==> src/rtl/bcd_scan_display.sv <==
`default_nettype none
// ============================================================================
//  Module      : bcd_scan_display
//  Description : Two-digit multiplexed common-anode 7-segment driver.
//                A shadow register captures {tens,units} on load&EN. The
//                shadow is copied to the display register once per frame,
//                on the edge where the scan pointer wraps from the tens slot
//                back to the units slot. Because the copy happens only
//                there, the digits never change partway through a frame.
//                err flags a committed digit above 9.
//  Options     : LZ_BLANK_EN (macro)
//                When defined, a committed tens digit of 0 is not shown:
//                the tens anode stays off and all segments stay dark.
//  Parameters  : SCAN_DIV       - clock cycles per digit slot (>= 2)
//                SEG_ACTIVE_LOW - 1: a lit segment is driven 0
//  Ports       : clk        - system clock, rising edge
//                RST        - asynchronous reset, active low
//                EN         - scan/load enable; 0 freezes all state
//                load       - capture strobe for tens/units
//                tens       - tens digit code
//                units      - units digit code
//                seg        - {g,f,e,d,c,b,a}, registered
//                an         - digit select, active low; [0]=units, [1]=tens
//                frame_tick - single-cycle pulse after each commit
//                err        - committed pair contains a code above 9
//  Revision    : 1.0 - initial release
// ============================================================================
module bcd_scan_display #(
    parameter int SCAN_DIV       = 4,
    parameter bit SEG_ACTIVE_LOW = 1'b1
) (
    input  logic       clk,
    input  logic       RST,
    input  logic       EN,
    input  logic       load,
    input  logic [3:0] tens,
    input  logic [3:0] units,
    output logic [6:0] seg,
    output logic [1:0] an,
    output logic       frame_tick,
    output logic       err
);

    localparam int              PC_W    = $clog2(SCAN_DIV);
    localparam logic [PC_W-1:0] PC_LAST = PC_W'(SCAN_DIV - 1);
    localparam logic [6:0]      SEG_OFF = SEG_ACTIVE_LOW ? 7'h7F : 7'h00;

    typedef enum logic {
        SLOT_UNITS = 1'b0,
        SLOT_TENS  = 1'b1
    } slot_t;

    slot_t           slot, slot_nxt;
    logic [PC_W-1:0] pc, pc_nxt;
    logic [7:0]      shadow, shadow_nxt;   // {tens, units}
    logic [7:0]      disp, disp_nxt;       // {tens, units}
    logic [6:0]      seg_nxt;
    logic [1:0]      an_nxt;
    logic            err_nxt;
    logic            ft_nxt;

    // Segment pattern for one digit. Codes 10..15 all show "E".
    function automatic logic [6:0] decode(input logic [3:0] d);
        logic [6:0] p;
        case (d)
            4'd0:    p = 7'h3F;
            4'd1:    p = 7'h06;
            4'd2:    p = 7'h5B;
            4'd3:    p = 7'h4F;
            4'd4:    p = 7'h66;
            4'd5:    p = 7'h6D;
            4'd6:    p = 7'h7D;
            4'd7:    p = 7'h07;
            4'd8:    p = 7'h7F;
            4'd9:    p = 7'h6F;
            default: p = 7'h79;
        endcase
        return SEG_ACTIVE_LOW ? ~p : p;
    endfunction

    always_ff @(posedge clk or negedge RST) begin
        if (!RST) begin
            slot       <= SLOT_UNITS;
            pc         <= '0;
            shadow     <= '0;
            disp       <= '0;
            seg        <= SEG_OFF;
            an         <= 2'b11;
            err        <= 1'b0;
            frame_tick <= 1'b0;
        end else begin
            slot       <= slot_nxt;
            pc         <= pc_nxt;
            shadow     <= shadow_nxt;
            disp       <= disp_nxt;
            seg        <= seg_nxt;
            an         <= an_nxt;
            err        <= err_nxt;
            frame_tick <= ft_nxt;
        end
    end

    always_comb begin
        slot_nxt   = slot;
        pc_nxt     = pc;
        shadow_nxt = shadow;
        disp_nxt   = disp;
        seg_nxt    = seg;
        an_nxt     = an;
        err_nxt    = err;
        ft_nxt     = 1'b0;

        if (EN) begin
            if (load) begin
                shadow_nxt = {tens, units};
            end

            if (pc == PC_LAST) begin
                pc_nxt   = '0;
                slot_nxt = (slot == SLOT_UNITS) ? SLOT_TENS : SLOT_UNITS;
            end else begin
                pc_nxt = pc + PC_W'(1);
            end

            // Commit on the tens->units wrap. shadow_nxt already holds a
            // same-edge load, so a load on this edge is displayed in the
            // frame that starts here rather than one frame later.
            if ((pc == PC_LAST) && (slot == SLOT_TENS)) begin
                disp_nxt = shadow_nxt;
                err_nxt  = (shadow_nxt[7:4] > 4'd9) || (shadow_nxt[3:0] > 4'd9);
                ft_nxt   = 1'b1;
            end

            // Outputs follow the current (slot, pc) one cycle later and use
            // the display contents from before any commit on this edge.
            // The first cycle of every slot is blanked to avoid ghosting
            // while the anodes switch over.
            if (pc == '0) begin
                an_nxt  = 2'b11;
                seg_nxt = SEG_OFF;
            end else if (slot == SLOT_UNITS) begin
                an_nxt  = 2'b10;
                seg_nxt = decode(disp[3:0]);
            end else begin
`ifdef LZ_BLANK_EN
                if (disp[7:4] == 4'd0) begin
                    an_nxt  = 2'b11;
                    seg_nxt = SEG_OFF;
                end else begin
                    an_nxt  = 2'b01;
                    seg_nxt = decode(disp[7:4]);
                end
`else
                an_nxt  = 2'b01;
                seg_nxt = decode(disp[7:4]);
`endif
            end
        end
    end

endmodule
`default_nettype wire
==> config.mk <==
export PLATFORM = sky130hd
export DESIGN_NAME = bcd_scan_display
export DESIGN_NICKNAME = d
export VERILOG_FILES = /design/src/rtl/bcd_scan_display.sv
export SDC_FILE = /design/constraint.sdc
export NUM_CORES = 1
export LEC_CHECK = 0
export CAP_MARGIN = 15
export CORE_MARGIN = 4
export CORE_UTILIZATION = 54
export DETAILED_ROUTE_END_ITERATION = 10
export GPL_TIMING_DRIVEN = 1
export PLACE_DENSITY_LB_ADDON = 0.1
export SYNTH_ARGS = -nofsm -noshare
export SYNTH_HDL_FRONTEND = slang
export SYNTH_SLANG_ARGS = --single-unit
==> constraint.sdc <==
create_clock -name clk -period 2.1 [get_ports clk]
set_clock_uncertainty 0.2 [all_clocks]
set_input_delay 0.315 -clock clk [delete_from_list [all_inputs] [get_ports clk]]
set_output_delay 0.315 -clock clk [all_outputs]
set_load 0.005 [all_outputs]
==> results of run 1 <==
[worst reg2reg max path, stage by stage, from the launching register on]
cell     delay (ns)
dfrtp_1        0.44
inv_1          0.11
ha_1           0.32
a21oi_1        0.08
o32a_1         0.31
a21oi_1        0.15
[stage by stage]
| step | power (mW) | hold WS, ns | instances | util (%) | instance area, um^2 |
|---|---|---|---|---|---|
| finish | 2.455 | 0.1505 | 219 | 69.17 | 1957 |
| global route | 2.670 | 0.1839 | 219 | 69.17 | 1957 |
| CTS | 2.467 | 0.1562 | 219 | 69.17 | 1957 |
| detailed placement | 2.083 | 0.2832 | 211 | 66.92 | 1893 |
| global placement | 2.029 | 0.2807 | 211 | 66.92 | 1893 |
| floorplan | 1.709 | -0.1806 | 161 | - | 1652 |
[sequential cells by signal (all words and copies together) (netlist names)]
signal      flops
shadow          8
disp            8
seg             7
pc              2
slot            1
frame_tick      1
err             1
an              2
[how the worst max path moves through the flow]
| stage | startpoint | end | cells after the start |
|---|---|---|---|
| detailed placement | EN | seg[4] | 5 |
| global route | an[0] | an[0] | 1 |
| CTS | an[0] | an[0] | 1 |
| floorplan | disp[1] | seg[1] | 5 |
| finish | seg[2] | seg[2] | 1 |
| global placement | EN | seg[4] | 5 |
[power by group]
part	total [mW]	internal [mW]	switching, mW
logic	1.00	0.540	0.462
clock network	0.371	0.161	0.210
registers	1.08	0.853	0.229
total	2.45	1.55	0.901
[kinds of logic (layout without fill, tap and decap cells)]
| logic type | Yosys count | after routing | share of synthesized area [%] |
|---|---|---|---|
| AOI/OAI and AO/OA | 40 | 40 | 15.38 |
| xor gates and xnor gates | 1 | 1 | 0.5304 |
| adders and majority gates | 12 | 12 | 9.091 |
| buffers and inverters | 15 | 42 | 4.697 |
| DFF | 30 | 30 | 46.14 |
| muxes | 16 | 16 | 10.45 |
| and+or+nand+nor | 47 | 47 | 13.71 |
[area by class of cell]
class	count	area [um^2]
Clock inverter	2	12.51
Timing Repair Buffer	26	250.2
Multi-Input combinational cell	116	812.0
Fill cell	242	872.1
Sequential cell	30	762.0
Clock buffer	6	51.30
Inverter	8	30.03
Tap cell	31	38.79
[layout by cell type (no fill, tap or decap), drive strengths merged, types with 3 or more instances in the layout]
| master | synthesis | final |
|---|---|---|
| a211oi | 4 | 4 |
| a21oi | 7 | 7 |
| a31oi | 4 | 4 |
| buf | 6 | 4 |
| clkbuf | 1 | 6 |
| clkdlybuf4s50 | 0 | 22 |
| dfrtp | 21 | 21 |
| dfstp | 9 | 9 |
| ha | 12 | 12 |
| inv | 8 | 8 |
| mux2 | 10 | 10 |
| mux2i | 6 | 6 |
| nand2 | 13 | 13 |
| nand2b | 4 | 4 |
| nand3 | 3 | 3 |
| nor2 | 17 | 17 |
| nor2b | 4 | 4 |
| o211ai | 4 | 4 |
| o21a | 4 | 4 |
| o21ai | 14 | 14 |
[routing by layer]
layer	GRT usage, %	up-vias	wire (um)
met4	11.32	0	118
met5	0	-	0
met3	4.085	12	177
met2	28.06	44	1477
li1	-	614	-
met1	21.20	594	1343
==> results.toml, run 1 <==
[run_status]
status = "finished clean"

[timing]
period_needed_ns = 1.889
final.setup.tns_ns = 0
setup_viol = 0
layout_worst_path_cycle_share_pct = 89.95
maxSlewHeadroom_pct = 74.77
fmax_mhz = 529.4
drv_slew = 0
postLayoutSetupSlackWorst_ns = 0.2110
grt_setup_unrepaired = "false"
finalHoldViolations = 0
tightest_slew_ns = 0.3772

[worst_setup_path]
critical_path.reg2reg.startpoint = "disp[1]"
crit_required_ns = 1.58
crit_path_cell_trace = "clkdlybuf4s50_1"
critical_path.slowest_cell = "dfstp_2"
endpoint_kind = "output pin"
startpoint_type = "flop"
largest_driver_fanout_on_the_critical_path = 2
timing.rr.end = "seg[1]"
crit_type = "reg2out"
reg2reg_slack_ns = 0.43
highest_cell_delay_on_the_worst_timing_path_ns = 0.55
timing.critical_path.arrival_ns = 1.37
logic_depth_of_the_worst_register_to_register_path = 5
worstPathBufferInverterCount = 1
critical-path-top-delay-family = "flip-flops"

[clocking]
postCtsSetupRepairBufs = 0
clk_transition_reported_paths_ns = 0.10
numCtsBuffers = 5
numClockSinks = 30
postCtsResizedCells = 0
hold_buf_cts = 0
cts_max_level = 2
cts_tree = "built"
cts_max_path_buffers = 2
clk_latency_ns = 0.34
cts_root_buf = "clkbuf_4"

[die]
die_width_um = 63.31
floorplan.die.height_um = 63.31
floorplan.initialDensity_pct = 58.38
boundaryPins = 23
number_of_cell_rows = 19
die_area_mm2 = 0.004008
total_core_area_mm2 = 0.002829

[route]
drc = 0
drt_initial_violations = 58
detail_route.wl_per_cell_um = 14.23
drt-vias-per-instance = 5.772
firstDrtPassIters = 4
wl_final_um = 3116
antenna_left = 0
vias = 1264

[power]
ir_drop_uv = 629.6
total_leakage_power_nw = 0.8542
pwr_cell_area_mw_per_mm2 = 1254

[min_path]
timing.hold.worst.class = "in2async"

[layout]
drive_gt1_share_pct = 18.09
n_antenna_cell = 0
final_net_count = 211
area_growth_syn_to_layout_pct = 18.49

[yosys]
yosysTopAreaCell = "dfrtp_1"
ys_warn_count = 0
cells_after_synth = 161
synthDominantCellAreaShare_pct = 31.82
synth.cell_area_mm2 = 0.001652
dominantRegCellSynth = "dfrtp_1"
post_synth_edffs = 0
synth_nets = 185
async_reset_ff_share_pct = 100.0
ys_top_cells_by_count = "21 x dfrtp_1, 17 x nor2_1, 14 x o21ai_0"
synth_area_per_cell_um2 = 10.26
synthDistinctLibCells = 33
ff_latch_count_synth = 30
synth_area_leaders = "dfrtp_1 32%, dfstp_2 14%, ha_1 9.1%, mux2_2 6.8%, o21ai_0 4.2%"
synthMostInstantiatedCell = "dfrtp_1"
seq_area_frac_synth_pct = 46.14

[grt]
groute.usage.overall_pct = 17.57
first_pass_grt_wire_length_um = 5513
first_global_vias = 1210
grt_start_max_net_pins = 31
grt_remaining_overflow = 0
antenna_violations_before_repair = 0

[run]
timing.max_cap.violations = 0

[place]
port-buffer-count = 22
dp_slack_ns = 0.1408
dp_hpwl_um = 2278
routabilityCongestion = 0.8567
(Power assumes the default switching activity.)
==> inputs of run 2 (changes only) <==
--- a/config.mk
+++ b/config.mk
@@ -11,6 +11,7 @@
 export DETAILED_ROUTE_END_ITERATION = 10
 export GPL_TIMING_DRIVEN = 1
 export PLACE_DENSITY_LB_ADDON = 0.1
+export SETUP_SLACK_MARGIN = 0.4
 export SYNTH_ARGS = -nofsm -noshare
 export SYNTH_HDL_FRONTEND = slang
 export SYNTH_SLANG_ARGS = --single-unit
==> results.toml, run 2 (synthesis results as in run 1) <==
[timing]
final.setup.tns_ns = 0
maxSlewHeadroom_pct = 75.26
grt_setup_unrepaired = "true"
fin_worst_hold_slack_ns = 0.1531
drv_slew = 0
fmax_mhz = 618.7
finalHoldViolations = 0
tightest_slew_ns = 0.3699
layout_worst_path_cycle_share_pct = 76.96
period_needed_ns = 1.616
setup_viol = 0

[grt]
groute.usage.overall_pct = 17.83
antenna_violations_before_repair = 0
first_pass_grt_wire_length_um = 5602
grt_start_max_net_pins = 31
first_global_vias = 1231
grt_remaining_overflow = 0

[clocking]
cts_tree = "built"
cts_root_buf = "clkbuf_4"
cts_max_level = 2
numCtsBuffers = 5
clk_latency_ns = 0.33
clk_transition_reported_paths_ns = 0.10
hold_buf_cts = 0
cts_max_path_buffers = 2
numClockSinks = 30

[place]
port-buffer-count = 22
routabilityCongestion = 0.8567
dp_hpwl_um = 2278

[worst_setup_path]
crit_path_cell_trace = "dlygate4sd2_1"
highest_cell_delay_on_the_worst_timing_path_ns = 0.54
critical_path_cell_count = 1
logic_depth_of_the_worst_register_to_register_path = 5
critical-path-top-delay-family = "flip-flops"
critical_path.slowest_cell = "dfstp_2"
critical_path.reg2reg.startpoint = "disp[1]"
timing.critical_path.arrival_ns = 1.10
crit_required_ns = 1.58
startpoint_type = "flop"
endpoint_kind = "output pin"
reg2reg_slack_ns = 0.49
crit_type = "reg2out"
critical_path_launch_point = "an[0]"
largest_driver_fanout_on_the_critical_path = 2
worstPathBufferInverterCount = 1

[layout]
drive_gt1_share_pct = 20.83
area_growth_syn_to_layout_pct = 19.62
layout.cells.most_common = "dfrtp_1"
multiInputGateArea_um2 = 812.0
largest_registers = "disp (8), shadow (8), seg (7)"
final-seq-area_um2 = 764.5
n_antenna_cell = 0
final_cell_mix = "19 x dfrtp_1, 17 x nor2_1, 14 x o21ai_0"
final_net_count = 215
fill_cells = 233

[die]
total_core_area_mm2 = 0.002829
die_area_mm2 = 0.004008
floorplan.initialDensity_pct = 58.38
number_of_cell_rows = 19
boundaryPins = 23
floorplan.die.height_um = 63.31
die_width_um = 63.31

[route]
detail_route.wl_per_cell_um = 14.09
firstDrtPassIters = 4
antenna_left = 0
drc = 0
vias = 1274
drt-vias-per-instance = 5.713
wl_final_um = 3143
drt_initial_violations = 63

[power]
clock_power_share_pct = 15.2
ir_drop_uv = 626.7
total_leakage_power_nw = 0.8815
power.net_switching_uw = 905.7
pwr_cell_area_mw_per_mm2 = 1234
p_sw_share_pct = 37.16
power.combinational.fraction_pct = 40.8
p_int_mw = 1.532
seq_power_share_pct = 44.0

[run]
timing.max_cap.violations = 0

[min_path]
timing.hold.worst.class = "in2async"

[run_status]
status = "finished clean"
[run 2: cell types whose count changed in the layout (fill, tap and decap cells not counted)]
cell             before  now
dfrtp_1              21   19
dlygate4sd2_1         0   11
dfrtp_2               0    2
buf_4                 4    8
clkdlybuf4s50_1      22   11
[run 2: what timing repair did]
action                     in CTS  in global routing
buffers inserted                2                  2
setup endpoints to repair      11                  2
gates resized for setup        11                  2
pin swaps                       0                  0
[run 2: power by group through the flow]
stage	sequential (mW)	clock [mW]	combinational, mW
6_report	1.07	0.370	0.994
5_1_grt	1.12	0.406	1.14
4_1_cts	1.07	0.380	0.967
3_5_place_dp	1.09	0	0.992
3_3_place_gp	1.07	0	0.957
2_1_floorplan	1.01	0	0.699
[run 2: final timing paths]
path	to
worst max-delay path	an[0]
worst min-delay path	shadow[3]
worst max register to register	seg[1]
worst min register to register	seg[6]
max in group asynchronous	an[1]
min in group clk	seg[6]
[run 2: metrics by stage]
stage	std cells	power, mW	setup WS, ns	instance area [um^2]	utilization (%)
floorplan	161	1.709	0.6097	1652	-
global placement	211	2.029	0.1305	1893	66.92
detailed placement	211	2.083	0.1408	1893	66.92
CTS	221	2.422	0.4383	1958	69.22
global route	223	2.664	0.3920	1976	69.84
finish	223	2.437	0.4838	1976	69.84
[run 2: cell type report]
type	count	area share, %
sequential	30	38.70
multi-input combinational	116	41.10
timing repair buffer	30	13.49
clock inverter	2	0.6333
clock buffer	6	2.597
tap	31	1.963
inverter	8	1.520
[run 2: layer usage]
metal / global-route usage [%] / routed length (um)
met1: 21.20 / 1354
met2: 28.33 / 1498
met3: 4.973 / 173
met4: 11.32 / 116
met5: 0 / 0
